<file path="config.mk">
export PLATFORM = sky130hd
export DESIGN_NAME = inv_request_ctrl
export DESIGN_NICKNAME = d
export VERILOG_FILES = /design/src/rtl/inv_request_ctrl.sv
export SDC_FILE = /design/constraint.sdc
export NUM_CORES = 2
export LEC_CHECK = 0
export ABC_CLOCK_PERIOD_IN_PS = 5100
export BUFFER_PORTS_ARGS = -buffer_cell sky130_fd_sc_hd__buf_2
export CORE_AREA = 2 2 705 707
export DETAILED_ROUTE_END_ITERATION = 10
export DIE_AREA = 0 0 707 709
export SYNTH_ARGS = -nofsm -noshare
export SYNTH_HDL_FRONTEND = slang
export SYNTH_SLANG_ARGS = --single-unit
</file>
<file path="constraint.sdc">
create_clock -name clk -period 5.1 [get_ports clk]
set_input_delay 0.51 -clock clk [delete_from_list [all_inputs] [get_ports clk]]
set_output_delay 0.51 -clock clk [all_outputs]
set_load 0.01 [all_outputs]
</file>
<file path="src/rtl/inv_request_ctrl.sv">
// Request front-end for the Fp Montgomery inverter: filters zero operands, issues start pulses, returns tagged results.
// Optional watchdog/abort path is compiled in when INV_TIMEOUT_EN is defined.
module inv_request_ctrl #(
    parameter int W       = 446,
    parameter int TAG_W   = 2,
    parameter int TIMEOUT = 2048
) (
    input  logic             clk,
    input  logic             rst_n,
    input  logic             req_valid,
    output logic             req_ready,
    input  logic [W-1:0]     req_a,
    input  logic [TAG_W-1:0] req_tag,
    output logic             rsp_valid,
    input  logic             rsp_ready,
    output logic [W-1:0]     rsp_c,
    output logic [TAG_W-1:0] rsp_tag,
    output logic [1:0]       rsp_err,
    output logic             inv_start,
    output logic [W-1:0]     inv_a,
    input  logic [W-1:0]     inv_c,
    input  logic             inv_comp,
    output logic             inv_rst_n
);

    localparam logic [1:0] ERR_OK      = 2'd0;
    localparam logic [1:0] ERR_ZERO    = 2'd1;
    localparam logic [1:0] ERR_TIMEOUT = 2'd2;

    typedef enum logic [2:0] {
        S_IDLE,
        S_ISSUE,
        S_WAIT,
`ifdef INV_TIMEOUT_EN
        S_ABORT,
`endif
        S_RESP
    } state_t;

    state_t state_q, state_d;
    logic   req_zero;

    assign req_zero = ~|req_a;

`ifdef INV_TIMEOUT_EN
    localparam int CNT_W = $clog2(TIMEOUT) + 1;
    localparam logic [CNT_W-1:0] WD_LAST = CNT_W'(TIMEOUT - 1);

    logic [CNT_W-1:0] wd_cnt;
    logic             abort_cnt;

    // Watchdog counts WAIT cycles (saturating); abort_cnt times the two-cycle abort reset.
    always_ff @(posedge clk or negedge rst_n) begin
        if (!rst_n) begin
            wd_cnt    <= '0;
            abort_cnt <= 1'b0;
        end else begin
            if (state_q == S_ISSUE)
                wd_cnt <= '0;
            else if (state_q == S_WAIT && wd_cnt != '1)
                wd_cnt <= wd_cnt + 1'b1;
            abort_cnt <= (state_q == S_ABORT) ? ~abort_cnt : 1'b0;
        end
    end

    assign inv_rst_n = (state_q != S_ABORT);
`else
    logic unused_timeout;
    assign unused_timeout = (TIMEOUT != 0);
    assign inv_rst_n      = 1'b1;
`endif

    always_ff @(posedge clk or negedge rst_n) begin
        if (!rst_n)
            state_q <= S_IDLE;
        else
            state_q <= state_d;
    end

    // A completion pulse is honoured only in WAIT, and beats a simultaneous watchdog expiry.
    always_comb begin
        state_d = state_q;
        case (state_q)
            S_IDLE:  if (req_valid) state_d = req_zero ? S_RESP : S_ISSUE;
            S_ISSUE: state_d = S_WAIT;
            S_WAIT: begin
                if (inv_comp)
                    state_d = S_RESP;
`ifdef INV_TIMEOUT_EN
                else if (wd_cnt == WD_LAST)
                    state_d = S_ABORT;
`endif
            end
`ifdef INV_TIMEOUT_EN
            S_ABORT: if (abort_cnt) state_d = S_RESP;
`endif
            S_RESP:  if (rsp_ready) state_d = S_IDLE;
            default: state_d = S_IDLE;
        endcase
    end

    // Response fields are only written on entry paths into RESP, so they stay stable under backpressure.
    always_ff @(posedge clk or negedge rst_n) begin
        if (!rst_n) begin
            inv_a   <= '0;
            rsp_c   <= '0;
            rsp_tag <= '0;
            rsp_err <= ERR_OK;
        end else begin
            case (state_q)
                S_IDLE: begin
                    if (req_valid) begin
                        inv_a   <= req_a;
                        rsp_tag <= req_tag;
                        if (req_zero) begin
                            rsp_c   <= '0;
                            rsp_err <= ERR_ZERO;
                        end
                    end
                end
                S_WAIT: begin
                    if (inv_comp) begin
                        rsp_c   <= inv_c;
                        rsp_err <= ERR_OK;
                    end
                end
`ifdef INV_TIMEOUT_EN
                S_ABORT: begin
                    if (abort_cnt) begin
                        rsp_c   <= '0;
                        rsp_err <= ERR_TIMEOUT;
                    end
                end
`endif
                default: ;
            endcase
        end
    end

    assign req_ready = (state_q == S_IDLE);
    assign inv_start = (state_q == S_ISSUE);
    assign rsp_valid = (state_q == S_RESP);

endmodule
</file>
Word-level counts from Yosys, hierarchy flattened
Cells that the tools add are included.
{"block": "word_totals", "inputBits": 899, "out_inout_bits": 900, "ff_bits": 899, "word_cells": 31}
{"block": "op_classes", "reduce_logical": 6, "muxes": 13, "n_eq_ne": 7}
{"cell": "$mux W446", "count": 3}
{"cell": "$pmux W446 S2", "count": 1}
{"cell": "$reduce_or A446 Y1", "count": 1}
{"cell": "$pmux W3 S4", "count": 1}
{"cell": "$mux W3", "count": 3}
{"cell": "$mux W2", "count": 4}
{"cell": "$eq A3 B2 Y1 const B", "count": 2}
{"cell": "$ne A2 B2 Y1 const B", "count": 3}
{"cell": "$pmux W2 S2", "count": 1}
{"cell": "$reduce_and A4 Y1", "count": 1}
{"cell": "$eq A3 B1 Y1 const B", "count": 1}
{"cell": "$logic_not A3 Y1", "count": 1}
{"cell": "$reduce_and A3 Y1", "count": 1}
{"cell": "$ne A2 B1 Y1 const B", "count": 1}
{"cell": "$reduce_and A2 Y1", "count": 1}
{"cell": "$reduce_bool A2 Y1", "count": 1}

Logic depth before layout (Yosys ltp)
{"block": "depth", "depth_word": 4, "depth_mapped": 11, "depth_no_buf": 8}

Least setup slack after synthesis
No wires, ideal clock.
{"block": "synth_timing", "path_type": "input-to-reg", "from": "input req_a[434]", "to": "register rsp_c[400]", "setup_slack_ns": 2.580, "arrival_ns": 2.395, "setup_time_ns": 0.126, "stages": 8, "n_path_buf": 2, "required_time_ns": 4.974, "path_cell_list": "nor4_1 > nand4_1 > or4_1 > or2_1 > nor3_2 > buf_2 > buf_4 > o22ai_2"}
{"block": "synth_between", "elab_chain_len": 3}
{"item": "start: declaration", "line": "12", "rtl": "input logic [W-1:0] req_a,"}
{"item": "$reduce_or A446 Y1", "line": "43", "rtl": "assign req_zero = ~|req_a;"}
{"item": "$ne A2 B2 Y1 (no source line)"}
{"item": "$reduce_and A4 Y1 (no source line)"}
{"item": "end signal: assignment", "line": "123", "rtl": "rsp_c <= inv_c;"}
{"item": "end: declaration", "line": "16", "rtl": "output logic [W-1:0] rsp_c,"}
No other way between the ends.
A chain may end at the register's enable or synchronous reset.

Worst setup path after layout
{"block": "layout_timing", "from": "input req_a[204]", "to": "register rsp_c[377]"}
Same word-level chain as after synthesis.

==> run_summary.xml <==
<?xml version="1.0" encoding="UTF-8"?>
<metrics>
  <group name="status">
    <metric name="result_of_the_run" unit="">complete, no violations</metric>
  </group>
  <group name="yosys">
    <metric name="syn_nets" unit="">4027</metric>
    <metric name="post_synth_most_frequent_cells" unit="">dfrtp_1 (897), nand2_1 (895), mux2_2 (448)</metric>
    <metric name="synthXorXnorAreaFrac" unit="">0</metric>
    <metric name="yosysTopAreaCell" unit="">dfrtp_1</metric>
    <metric name="synthesized_instance_count" unit="">3124</metric>
    <metric name="ys_seq_area_frac" unit="">0.593</metric>
    <metric name="post_synth_fa_ha_maj_area_fraction" unit="">0.00132</metric>
    <metric name="synth_area_leaders" unit="">dfrtp_1 (59%), mux2_2 (13%), nand2_1 (8.9%), o22ai_2 (8.3%), o22ai_1 (3.2%)</metric>
    <metric name="synth_seq_cells" unit="">897</metric>
    <metric name="synth_top_area_frac" unit="">0.593</metric>
    <metric name="yosys.cell_count.top_type" unit="">dfrtp_1</metric>
    <metric name="synthMuxAreaShare" unit="">0.134</metric>
    <metric name="synth_cell_types" unit="">29</metric>
    <metric name="post_synth_and_or_nand_nor_area_fraction" unit="">0.117</metric>
    <metric name="dominantRegCellSynth" unit="">dfrtp_1</metric>
    <metric name="number_of_enable_type_register_cells_in_the_synthesized_netlist" unit="">0</metric>
    <metric name="dominant_combinational_cell_family_by_area_after_synthesis" unit="">multiplexers</metric>
    <metric name="synth_compound_gate_area_share" unit="">0.117</metric>
    <metric name="asyncSetResetFlopFracSynth" unit="">1.00</metric>
    <metric name="synth_area" unit="mm²">0.0379</metric>
    <metric name="synthesis.yosys.warnings" unit="">0</metric>
    <metric name="postSynthAreaPerCell" unit="µm²">12.1</metric>
  </group>
  <group name="placement">
    <metric name="place_hpwl" unit="mm">431</metric>
    <metric name="gp_routability_congestion" unit="">1.03</metric>
    <metric name="io_buffers" unit="">1796</metric>
    <metric name="place_inst" unit="">11200</metric>
  </group>
  <group name="die">
    <metric name="core.rowCount" unit="">258</metric>
    <metric name="chipHeight" unit="µm">709</metric>
    <metric name="die_w" unit="µm">707</metric>
    <metric name="num_io_pins" unit="">1799</metric>
    <metric name="die_area" unit="mm²">0.501</metric>
    <metric name="core_area" unit="mm²">0.493</metric>
    <metric name="initial_core_util" unit="">0.0768</metric>
  </group>
  <group name="clock_tree">
    <metric name="clock_latency" unit="ns">0.83</metric>
    <metric name="post_cts_resize_count" unit="">0</metric>
    <metric name="path_clk_slew" unit="ns">0.06</metric>
    <metric name="cts.sink_count" unit="">897</metric>
    <metric name="h-tree-depth" unit="">4</metric>
    <metric name="root_buffer_cell" unit="">clkbuf_16</metric>
    <metric name="tritoncts" unit="">done</metric>
    <metric name="cts-buffers-inserted" unit="">135</metric>
    <metric name="cts.path.max_buffers" unit="">4</metric>
  </group>
  <group name="min_path">
    <metric name="min-delay-path-class" unit="">input pin to flop</metric>
    <metric name="worstHoldStart" unit="">inv_c[123]</metric>
    <metric name="worstHoldPathCells" unit="">3</metric>
    <metric name="worstHoldEndpoint" unit="">rsp_c[123]</metric>
  </group>
  <group name="detailed_routing">
    <metric name="first_iter_violations" unit="">3674</metric>
    <metric name="wire_per_inst" unit="µm">39.2</metric>
    <metric name="detail_route.vias_per_cell" unit="">3.25</metric>
    <metric name="drt_drc_violations_left" unit="">0</metric>
    <metric name="first_pass_iters" unit="">6</metric>
    <metric name="num_vias" unit="">40700</metric>
    <metric name="postRouteWirelength" unit="mm">490</metric>
    <metric name="residual_antenna_violating_net_count_after_detailed_routing" unit="">0</metric>
  </group>
  <group name="worst_setup_path">
    <metric name="worst_setup_sp_type" unit="">input pin</metric>
    <metric name="worstSetupEndpointType" unit="">flop</metric>
    <metric name="timing.critical_path.required" unit="ns">5.77</metric>
    <metric name="worst_r2r_startpoint" unit="">state_q[0]</metric>
    <metric name="worst-setup-path-type" unit="">input pin to flop</metric>
    <metric name="critical_path.max_fanout" unit="">100</metric>
    <metric name="r2r_slack" unit="ns">1.59</metric>
    <metric name="reg2reg_to" unit="">rsp_c[281]</metric>
    <metric name="reg2regPathDepth" unit="">9</metric>
    <metric name="critical_path_arrival" unit="ns">4.88</metric>
  </group>
  <group name="global_route">
    <metric name="first_pass_grt_wire_length" unit="mm">577</metric>
    <metric name="grt_pass1_vias" unit="">39600</metric>
    <metric name="global_route.usage.total" unit="">0.187</metric>
    <metric name="grt_remaining_overflow" unit="">0</metric>
    <metric name="grt_antenna_before_repair" unit="">398</metric>
    <metric name="grt_max_degree" unit="">188</metric>
  </group>
  <group name="power_and_ir_drop">
    <metric name="power.leakage" unit="µW">0.0295</metric>
    <metric name="part_of_the_power_in_combinational_logic" unit="">0.487</metric>
    <metric name="cellInternalPower" unit="µW">22700</metric>
    <metric name="power_frac_seq" unit="">0.287</metric>
    <metric name="power_density" unit="mW/mm²">652</metric>
    <metric name="share_clk_of_total_power" unit="">0.226</metric>
    <metric name="worst_ir_drop_on_vdd" unit="mV">0.398</metric>
    <metric name="p_sw_frac" unit="">0.487</metric>
    <metric name="switchingPower" unit="µW">21600</metric>
  </group>
  <group name="sta">
    <metric name="post-route-min-period" unit="ns">4.21</metric>
    <metric name="fin_tns_setup" unit="ns">0</metric>
    <metric name="hold_violations" unit="">0</metric>
    <metric name="final-max-slew-violation-count" unit="">0</metric>
    <metric name="whs" unit="ns">0.0518</metric>
    <metric name="rsz0062_at_grt" unit="">no</metric>
    <metric name="max_slew_margin" unit="">0.112</metric>
    <metric name="setup_failing_eps_final" unit="">0</metric>
    <metric name="worst_case_clock_skew" unit="ns">0.0349</metric>
    <metric name="tightest_slew" unit="ns">1.32</metric>
    <metric name="post-route-period-util" unit="">0.825</metric>
    <metric name="fmaxAchievable" unit="GHz">0.238</metric>
  </group>
  <group name="finish">
    <metric name="layout-drive-gt1-share" unit="">0.480</metric>
    <metric name="final_cell_count_no_fill" unit="">12500</metric>
    <metric name="synthToLayoutAreaGrowth" unit="%">79.5</metric>
    <metric name="nNetsFinal" unit="">6625</metric>
    <metric name="layout.core_utilization" unit="">0.138</metric>
  </group>
  <group name="flow_run">
    <metric name="max-cap-violations" unit="">0</metric>
  </group>
</metrics>
==> power groups by stage <==
stage	Sequential [µW]	Combinational, µW	Clock, µW
after global placement	12600	21100	0
final	12700	21600	10000
after detailed placement	12700	21100	0
after floorplan	13700	6020	0
after global routing	13100	22900	10600
after CTS	12700	22100	10400
==> flip-flops by register name, summed over array words and instances, names as in the netlist <==
name and count:
rsp_tag 2, state_q 2, inv_a 446, rsp_err 1, rsp_c 446
==> layout make-up <==
cell class | instances | area, µm²
antenna | 177 | 443
clock buffer | 182 | 3810
clock inverter | 59 | 769
fill | 55700 | 425000
inverter | 6 | 22.5
multi-input combinational | 1972 | 14100
sequential | 897 | 22400
tap | 6500 | 8130
timing repair buffer | 2710 | 18300
==> per-stage QoR <==
step | setup WS, ns | instance area [µm²] | power [µW]
detailed placement | 0.656 | 54500 | 33900
finish | 0.890 | 68000 | 44300
CTS | 0.865 | 67500 | 45100
global placement | 0.603 | 54500 | 33800
floorplan | 2.58 | 37900 | 19700
global route | 0.822 | 67800 | 46600
==> worst max-delay path: stages <==
cell and delay, ns:
dlygate4sd3_1 0.68, buf_2 0.19, nor4_1 0.72, nand4_1 0.19, nor4_2 0.84, nand4_1 0.34
nor3_4 0.24, buf_12 0.26, buf_12 0.40, o22ai_1 0.20
==> how the worst max path moves through the flow <==
stage | start | endpoint | slack, ns | cells past startpoint
2_1_floorplan | req_a[434] | rsp_c[400] | 2.58 | 8
3_3_place_gp | req_a[213] | rsp_c[137] | 0.60 | 10
3_5_place_dp | req_a[213] | rsp_c[137] | 0.66 | 10
4_1_cts | req_a[205] | rsp_c[377] | 0.86 | 10
5_1_grt | req_a[207] | rsp_c[349] | 0.82 | 10
6_report | req_a[204] | rsp_c[377] | 0.89 | 10
==> cell usage in the layout (no fill, tap or decap), drive strengths merged, types with 16 or more instances in the layout <==
master / n
buf: 1865
dfrtp: 897
nand2: 895
dlygate4sd3: 845
mux2: 448
o22ai: 447
clkbuf: 182
diode: 177
nor4: 127
nand4: 34
clkinv: 28
inv: 16
==> cells by family after synthesis <==
| group | after synthesis |
|---|---|
| AOI/OAI and AO/OA | 453 |
| adders and majority gates | 4 |
| muxes | 449 |
| DFF | 897 |
| and+or+nand+nor | 1064 |
| other | 2 |
| buffers and inverters | 255 |
==> layer usage <==
metal | wire length [µm] | vias to the layer above | GRT usage
li1 | - | 16500 | -
met1 | 181000 | 20500 | 0.209
met2 | 205000 | 2674 | 0.276
met3 | 82200 | 888 | 0.135
met4 | 20100 | 172 | 0.0613
met5 | 1330 | - | 0.00317
==> repair_timing <==
action / 4_1_cts / 5_1_grt
hold buffers: 845 / 0
endpoints found under the hold margin: 882 / 0
buffers inserted: 0 / 0
Power figures use the tool's default switching activity.
